## config.mk

```make
export PLATFORM = sky130hd
export DESIGN_NAME = bin2bcd_periph_n
export DESIGN_NICKNAME = d
export VERILOG_FILES = /design/src/rtl/bin2bcd_pkg.sv /design/src/rtl/bin2bcd_core.sv /design/src/rtl/bin2bcd_periph_n.sv
export SDC_FILE = /design/constraint.sdc
export NUM_CORES = 1
export LEC_CHECK = 0
export BUFFER_PORTS_ARGS = -buffer_cell sky130_fd_sc_hd__buf_2
export CORE_ASPECT_RATIO = 1.75
export CORE_UTILIZATION = 40
export CTS_CLUSTER_SIZE = 14
export DETAILED_ROUTE_END_ITERATION = 10
export GPL_TIMING_DRIVEN = 0
export SETUP_SLACK_MARGIN = 0.15
export SYNTH_ARGS = -nofsm -noshare
export SYNTH_HDL_FRONTEND = slang
export SYNTH_SLANG_ARGS = --single-unit
```

## constraint.sdc

```tcl
create_clock -name CLK -period 2.47 [get_ports CLK]
set_clock_uncertainty 0.15 [all_clocks]
set_input_delay 0 -clock CLK [delete_from_list [all_inputs] [get_ports CLK]]
set_output_delay 0 -clock CLK [all_outputs]
set_load 0.05 [all_outputs]
```

## src/rtl/bin2bcd_pkg.sv

```systemverilog
// Shared constants for the bin2bcd peripheral: bus addresses, register bit
// positions and the conversion FSM state encoding.
package bin2bcd_pkg;

  localparam logic [5:0] ADDR_OPA_LO = 6'h04;
  localparam logic [5:0] ADDR_OPA_HI = 6'h08;
  localparam logic [5:0] ADDR_CTRL   = 6'h0C;
  localparam logic [5:0] ADDR_STATUS = 6'h10;
  localparam logic [5:0] ADDR_RES0   = 6'h14;
  localparam logic [5:0] ADDR_RES1   = 6'h18;
  localparam logic [5:0] ADDR_RES2   = 6'h1C;

  localparam int CTRL_START  = 0;
  localparam int CTRL_IRQ_EN = 1;

  localparam int STAT_DONE = 0;
  localparam int STAT_BUSY = 1;
  localparam int STAT_OVF  = 2;
  localparam int STAT_SIGN = 3;

  typedef enum logic [1:0] {
    ST_IDLE,
    ST_LOAD,
    ST_SHIFT,
    ST_FIN
  } state_t;

endpackage

```

## src/rtl/bin2bcd_core.sv

```systemverilog
// Sequential double-dabble engine: one operand bit per cycle in SHIFT.
// Define BIN2BCD_SIGNED_EN to treat the operand as two's complement.
module bin2bcd_core
  import bin2bcd_pkg::*;
#(
  parameter int WIDTH = 16,
  parameter int NDIG  = 5
) (
  input  logic              CLK,
  input  logic              reset,
  input  logic              start,
  input  logic [WIDTH-1:0]  operand,
  output logic              busy,
  output logic              done_pulse,
  output logic [4*NDIG-1:0] digits,
  output logic              overflow,
  output logic              sign
);

  state_t            state;
  logic [5:0]        cnt;
  logic [WIDTH-1:0]  bin;
  logic [4*NDIG-1:0] bcd;
  logic [4*NDIG-1:0] adj;
  logic              ovf;
  logic              sgn;

  always_comb begin
    adj = bcd;
    for (int d = 0; d < NDIG; d++) begin
      if (bcd[4*d +: 4] >= 4'd5) adj[4*d +: 4] = bcd[4*d +: 4] + 4'd3;
    end
  end

  always_ff @(posedge CLK) begin
    if (reset) begin
      state <= ST_IDLE;
      cnt   <= '0;
      bin   <= '0;
      bcd   <= '0;
      ovf   <= 1'b0;
      sgn   <= 1'b0;
    end else begin
      case (state)
        ST_IDLE: if (start) state <= ST_LOAD;
        ST_LOAD: begin
          cnt <= '0;
          bcd <= '0;
          ovf <= 1'b0;
`ifdef BIN2BCD_SIGNED_EN
          // Negating the most negative value wraps to itself, which read as
          // unsigned is exactly its magnitude.
          sgn <= operand[WIDTH-1];
          bin <= operand[WIDTH-1] ? -operand : operand;
`else
          sgn <= 1'b0;
          bin <= operand;
`endif
          state <= ST_SHIFT;
        end
        ST_SHIFT: begin
          // A set top bit after the +3 adjust is a carry beyond the last digit.
          bcd <= {adj[4*NDIG-2:0], bin[WIDTH-1]};
          bin <= bin << 1;
          ovf <= ovf | adj[4*NDIG-1];
          if (cnt == 6'(WIDTH - 1)) state <= ST_FIN;
          else cnt <= cnt + 6'd1;
        end
        ST_FIN:  state <= ST_IDLE;
        default: state <= ST_IDLE;
      endcase
    end
  end

  assign busy       = (state != ST_IDLE);
  assign done_pulse = (state == ST_FIN);
  assign digits     = bcd;
  assign overflow   = ovf;
  assign sign       = sgn;

endmodule

```

## src/rtl/bin2bcd_periph_n.sv

```systemverilog
// Bus-facing wrapper: register decode, sticky done, irq and read mux around
// bin2bcd_core. BIN2BCD_SIGNED_EN selects the signed engine build.
module bin2bcd_periph_n
  import bin2bcd_pkg::*;
#(
  parameter int WIDTH = 16,
  parameter int NDIG  = 5
) (
  input  logic        CLK,
  input  logic        reset,
  input  logic [15:0] d_in,
  input  logic        cs,
  input  logic [5:0]  addr,
  input  logic        rd,
  input  logic        wr,
  output logic [15:0] d_out,
  output logic        irq
);

  logic              wr_en;
  logic              rd_en;
  logic              start;
  logic              busy;
  logic              done_pulse;
  logic              core_ovf;
  logic              core_sign;
  logic [WIDTH-1:0]  opa;
  logic [4*NDIG-1:0] core_digits;
  logic [4*NDIG-1:0] res_q;
  logic              irq_en_q;
  logic              done_q;
  logic              ovf_q;
  logic              sign_q;
  logic [47:0]       res_wide;
  logic [15:0]       status_word;
  logic [15:0]       rd_data;

  assign wr_en = cs & wr;
  assign rd_en = cs & rd;
  assign start = wr_en && (addr == ADDR_CTRL) && d_in[CTRL_START] && !busy;

  bin2bcd_core #(.WIDTH(WIDTH), .NDIG(NDIG)) u_core (
    .CLK        (CLK),
    .reset      (reset),
    .start      (start),
    .operand    (opa),
    .busy       (busy),
    .done_pulse (done_pulse),
    .digits     (core_digits),
    .overflow   (core_ovf),
    .sign       (core_sign)
  );

  // Only WIDTH operand bits exist; each comes from the LO or HI write.
  always_ff @(posedge CLK) begin
    if (reset) begin
      opa <= '0;
    end else if (wr_en) begin
      for (int i = 0; i < WIDTH; i++) begin
        if ((i < 16) ? (addr == ADDR_OPA_LO) : (addr == ADDR_OPA_HI))
          opa[i] <= d_in[i % 16];
      end
    end
  end

  always_ff @(posedge CLK) begin
    if (reset) begin
      irq_en_q <= 1'b0;
      done_q   <= 1'b0;
      res_q    <= '0;
      ovf_q    <= 1'b0;
      sign_q   <= 1'b0;
    end else begin
      if (wr_en && (addr == ADDR_CTRL) && !(busy && d_in[CTRL_START]))
        irq_en_q <= d_in[CTRL_IRQ_EN];
      // Setting done wins over a coincident STATUS read.
      if (done_pulse) done_q <= 1'b1;
      else if (start || (rd_en && (addr == ADDR_STATUS))) done_q <= 1'b0;
      if (done_pulse) begin
        res_q  <= core_digits;
        ovf_q  <= core_ovf;
        sign_q <= core_sign;
      end
    end
  end

  assign res_wide = 48'(res_q);

  always_comb begin
    status_word            = '0;
    status_word[STAT_DONE] = done_q;
    status_word[STAT_BUSY] = busy;
    status_word[STAT_OVF]  = ovf_q;
    status_word[STAT_SIGN] = sign_q;
  end

  always_comb begin
    rd_data = '0;
    case (addr)
      ADDR_STATUS: rd_data = status_word;
      ADDR_RES0:   rd_data = res_wide[15:0];
      ADDR_RES1:   rd_data = res_wide[31:16];
      ADDR_RES2:   rd_data = res_wide[47:32];
      default:     rd_data = '0;
    endcase
  end

  always_ff @(posedge CLK) begin
    if (reset) d_out <= '0;
    else if (rd_en) d_out <= rd_data;
  end

  assign irq = done_q & irq_en_q;

endmodule
```

==> impl_summary.md <==
Pwr
Registers are responsible for 53.3% of the overall power. Net switching is 21.5% of the power. The clock network power share is 42.9%. The cell area power density is 583 nW/µm². Across the VDD grid, the largest voltage drop is 0.386 mV. The combinational power share is 3.9%. For this design the total switching power over the nets is 0.652 mW. The cell leakage power is 1.98 nW. The internal power of the cells totals 2.38 mW. The total power is 3.03 mW.

Synth
The number of flops mapped to enable cells by yosys is 0. The total of warnings raised by yosys is 0. A synthesized cell averages 9.54 µm².

The cell area after synthesis is 4350 µm². Counting every net in the synthesized netlist gives 498. The count of distinct cell types in the synthesized netlist is 51. The most area-hungry cell type in the Yosys netlist is sky130_fd_sc_hd__dfxtp_1. The top-area cell type share of the netlist area is 46.0%. Summing the sequential cell areas from Yosys gives 46.0% of the chip area.

The register bit total from synthesis is 100. The post-synthesis instance total is 456. In the synthesized netlist the async set-or-reset flop fraction comes to 0%.

The primary flip-flop cell chosen by synthesis mapping is sky130_fd_sc_hd__dfxtp_1. After synthesis, the cell types taking the most area are sky130_fd_sc_hd__dfxtp_1 46%, sky130_fd_sc_hd__mux2i_1 13%, sky130_fd_sc_hd__nor2_1 7.1%.

Worst setup path
Data on the critical path is required at its endpoint by 2.56 ns. The slack of the worst reg-to-reg path is 0.27 ns. The worst-case reg-to-reg path depth is 6.

In this run the critical register-to-register path is captured at u_core.bin[12]$_SDFFE_PP0P_. The worst setup path is launched from a flip-flop. Of all nets on the critical path, the largest fanout is 10. STA classifies the critical path endpoint as a flip-flop.

The worst register-to-register path begins at u_core.state[0]$_SDFFE_PP0P_. The worst path arrival time is 2.29 ns. By startpoint and endpoint, the worst setup path is classified as flip-flop to flip-flop.

Detailed routing
The first detailed-routing pass took 7 iterations. The vias after detailed routing is 3467. The count of nets left with antenna violations once routing finished came out at 0. The DRC violation total after the first TritonRoute iteration is 117. Using the TritonRoute via totals, the vias-per-cell ratio works out to 5.23. After detailed routing, the total wire length is 10400 µm. The average detailed-routed wire length per instance is 15.8 µm. After detailed routing, the number of remaining DRC violations is 1.

Clock tree
At the later pin of the worst-skew pair, clock insertion delay measures 0.34 ns. The root buffer cell is sky130_fd_sc_hd__clkbuf_16. Clock tree synthesis inserted a total of 9 buffers.

The clock sink count is 100. In this run the post-CTS setup repair buffer count came out at 0. The clock passes through at most 2 buffers. After clock tree synthesis, the clock-pin slew on the worst setup and hold paths is 0.06 ns. The TritonCTS clock tree is yes. The clock tree synthesis step divided the H-tree into 3 levels.

Place
The congestion estimate from routability-driven global placement came to 0.792. The pre-CTS setup slack is 0.230 ns. The final HPWL from detailed placement is 7520 µm.

During placement, the flow inserted port buffers numbering 40. The total placed instance area is 4710 µm².

STA
Setup violations remaining at the end of the flow were counted as 0. The worst path in the final design needs a cycle of 2.20 ns, including I/O delays and setup. After layout, the worst path uses 89.0% of the clock period. The number of pins exceeding their max-slew limit in the final report was 0. The headroom to the max-slew limit is 51.3%. Setup repair after global routing left no endpoint under its margin.

The pin slew with the least headroom to its limit is 0.731 ns. Based on the critical path, the design can be clocked at up to 455 MHz. The smallest setup slack after layout is 0.272 ns. The total count of hold-check failures in the final report is 0.

In the final timing run, aggregate negative setup slack is 0 ns.

Status
The checks that failed: DRC. The flow ran to the end, but the final reports show violations.

Layout
0 antenna diodes ended up in the layout. The area growth from synthesis to layout is 19.6%. The number of nets in the layout is 570. After routing the design area is 5200 µm².

Of the cells placed in the final design, the portion with a size suffix greater than 1 is 13.9%. After filler insertion, the fill cell instance count of the layout stands at 1059. Once layout is complete, the utilization of the core stands at 48.9%.

Floorplan
The number of placed I/O pins is 44. The initial utilization of the core area, before any placement, comes to 40.9%. The vertical die dimension is 140 µm. The die covers 11300 µm². In this run the horizontal extent of the chip is 80.8 µm. The total area inside the core boundary comes to 10600 µm². The number of placement rows is 50.

Min path
The class of the tightest hold or removal check is input pin to flip-flop. The end point of the most critical hold path is u_core.digits[18]$_SDFFE_PP0P_. The startpoint identified for the worst hold timing path is reset. The worst hold path was traced through 3 stages.

Global route
The number of global-route vias before repair came to 3534. The pin count of the biggest net entering global routing is 16. The number of antenna violations at the first check in global routing is 0. The overall track demand over capacity in global routing is 19.4%. The global-route wire length before repair is 16700 µm. The sum of overflow across all layers after global routing is 0.

Job
The max capacitance violation total is 0.
## layout by cell type (no fill, tap or decap), drive strengths merged, types with 15 or more instances in the layout
| cell | count |
|---|---|
| dfxtp | 100 |
| nor2 | 82 |
| mux2i | 57 |
| buf | 52 |
| clkbuf | 28 |
| dlygate4sd3 | 21 |
| nand2 | 18 |
| a211oi | 18 |
| o21ai | 18 |
| ha | 15 |
## flip-flops by register name, indices dropped and copies added (netlist names), 2 cells and up
| name | flops |
|---|---|
| u_core.digits | 20 |
| d_out | 16 |
| res_q | 20 |
| u_core.state | 2 |
| u_core.bin | 16 |
| opa | 16 |
| u_core.cnt | 6 |
## kinds of logic after synthesis
family                   count (synthesis)  share of synthesized area (%)
AO/OA/AOI/OAI                           87                           13.8
XOR/XNOR                                11                           2.21
adder cells (fa/ha/maj)                 15                           4.31
buffers and inverters                   43                           4.77
flip-flops                             100                           46.0
multiplexers                            61                           14.2
AND/OR/NAND/NOR                        139                           14.7
## worst max-delay path, stage by stage, from the launching register on
cell and delay [ns]:
sky130_fd_sc_hd__dfxtp_1 0.40, sky130_fd_sc_hd__inv_1 0.08, sky130_fd_sc_hd__ha_1 0.33, sky130_fd_sc_hd__buf_1 0.48, sky130_fd_sc_hd__clkbuf_2 0.34, sky130_fd_sc_hd__nor2_1 0.08
sky130_fd_sc_hd__a211oi_1 0.24
## routing by layer
layer  wire (µm)  global-route usage, %  share of wire [%]
met4         362                   9.87                3.5
met5           0                      0                  0
met2        5640                   36.0                 54
met1        4170                   20.0                 40
met3         269                   3.39                2.6
## cells in the mapped netlist, types with 3 or more instances
| library cell | number |
|---|---|
| sky130_fd_sc_hd__nor2b_1 | 3 |
| sky130_fd_sc_hd__nand2_1 | 18 |
| sky130_fd_sc_hd__ha_1 | 15 |
| sky130_fd_sc_hd__mux2_2 | 4 |
| sky130_fd_sc_hd__buf_2 | 4 |
| sky130_fd_sc_hd__clkbuf_1 | 12 |
| sky130_fd_sc_hd__a32oi_1 | 5 |
| sky130_fd_sc_hd__o21ai_0 | 18 |
| sky130_fd_sc_hd__nor2_1 | 82 |
| sky130_fd_sc_hd__o32a_1 | 4 |
| sky130_fd_sc_hd__a21oi_1 | 12 |
| sky130_fd_sc_hd__buf_1 | 6 |
| sky130_fd_sc_hd__a211oi_1 | 18 |
| sky130_fd_sc_hd__dfxtp_1 | 100 |
| sky130_fd_sc_hd__nand2b_1 | 12 |
| sky130_fd_sc_hd__nand3_1 | 4 |
| sky130_fd_sc_hd__mux2i_1 | 57 |
| sky130_fd_sc_hd__o2bb2ai_1 | 3 |
| sky130_fd_sc_hd__xor2_1 | 5 |
| sky130_fd_sc_hd__xnor2_1 | 6 |
| sky130_fd_sc_hd__a22oi_1 | 14 |
| sky130_fd_sc_hd__o31ai_1 | 5 |
| sky130_fd_sc_hd__inv_1 | 14 |
## worst max-delay path by stage
stage                                   end                          from
3_5_place_dp    u_core.bin[12]$_SDFFE_PP0P_  u_core.state[0]$_SDFFE_PP0P_
4_1_cts         u_core.bin[12]$_SDFFE_PP0P_  u_core.state[0]$_SDFFE_PP0P_
2_1_floorplan  u_core.state[1]$_SDFFE_PP0P_  u_core.state[0]$_SDFFE_PP0P_
5_1_grt         u_core.bin[11]$_SDFFE_PP0P_  u_core.state[0]$_SDFFE_PP0P_
6_report        u_core.bin[12]$_SDFFE_PP0P_  u_core.state[0]$_SDFFE_PP0P_
3_3_place_gp    u_core.bin[14]$_SDFFE_PP0P_  u_core.state[0]$_SDFFE_PP0P_
## what timing repair did
item                       4_1_cts  5_1_grt
hold buffers                    21        0
hold endpoints to repair        25        0
setup endpoints to repair        0       22
gates resized for setup          0        4
## area by class of cell
class                   count  area, µm²  area share [%]
multi-input cells         313       2140            41.2
flip-flops and latches    100       2000            38.5
inverters                  15       56.3            1.08
repair buffers             61        410            7.89
clock buffers              13        250            4.81
clock inverters             3       22.5           0.433
plain buffers              28        154            2.96
well taps                 130        163            3.13
## stage by stage
stage / hold slack, ns / std cells
after global placement: 0.0808 / 626
final: 0.0346 / 663
after global routing: 0.0590 / 663
after floorplan: -0.00606 / 456
after detailed placement: 0.0877 / 626
after CTS: 0.00952 / 663
## power groups by stage
| stage | clock (mW) | sequential, mW | combinational [mW] |
|---|---|---|---|
| final | 1.30 | 1.62 | 0.117 |
| after global routing | 1.40 | 1.61 | 0.129 |
| after CTS | 1.34 | 1.62 | 0.118 |
| after detailed placement | 0 | 1.65 | 0.0926 |
| after global placement | 0 | 1.65 | 0.0914 |
| after floorplan | 0 | 1.65 | 0.0494 |
Power figures use the tool's default switching activity.
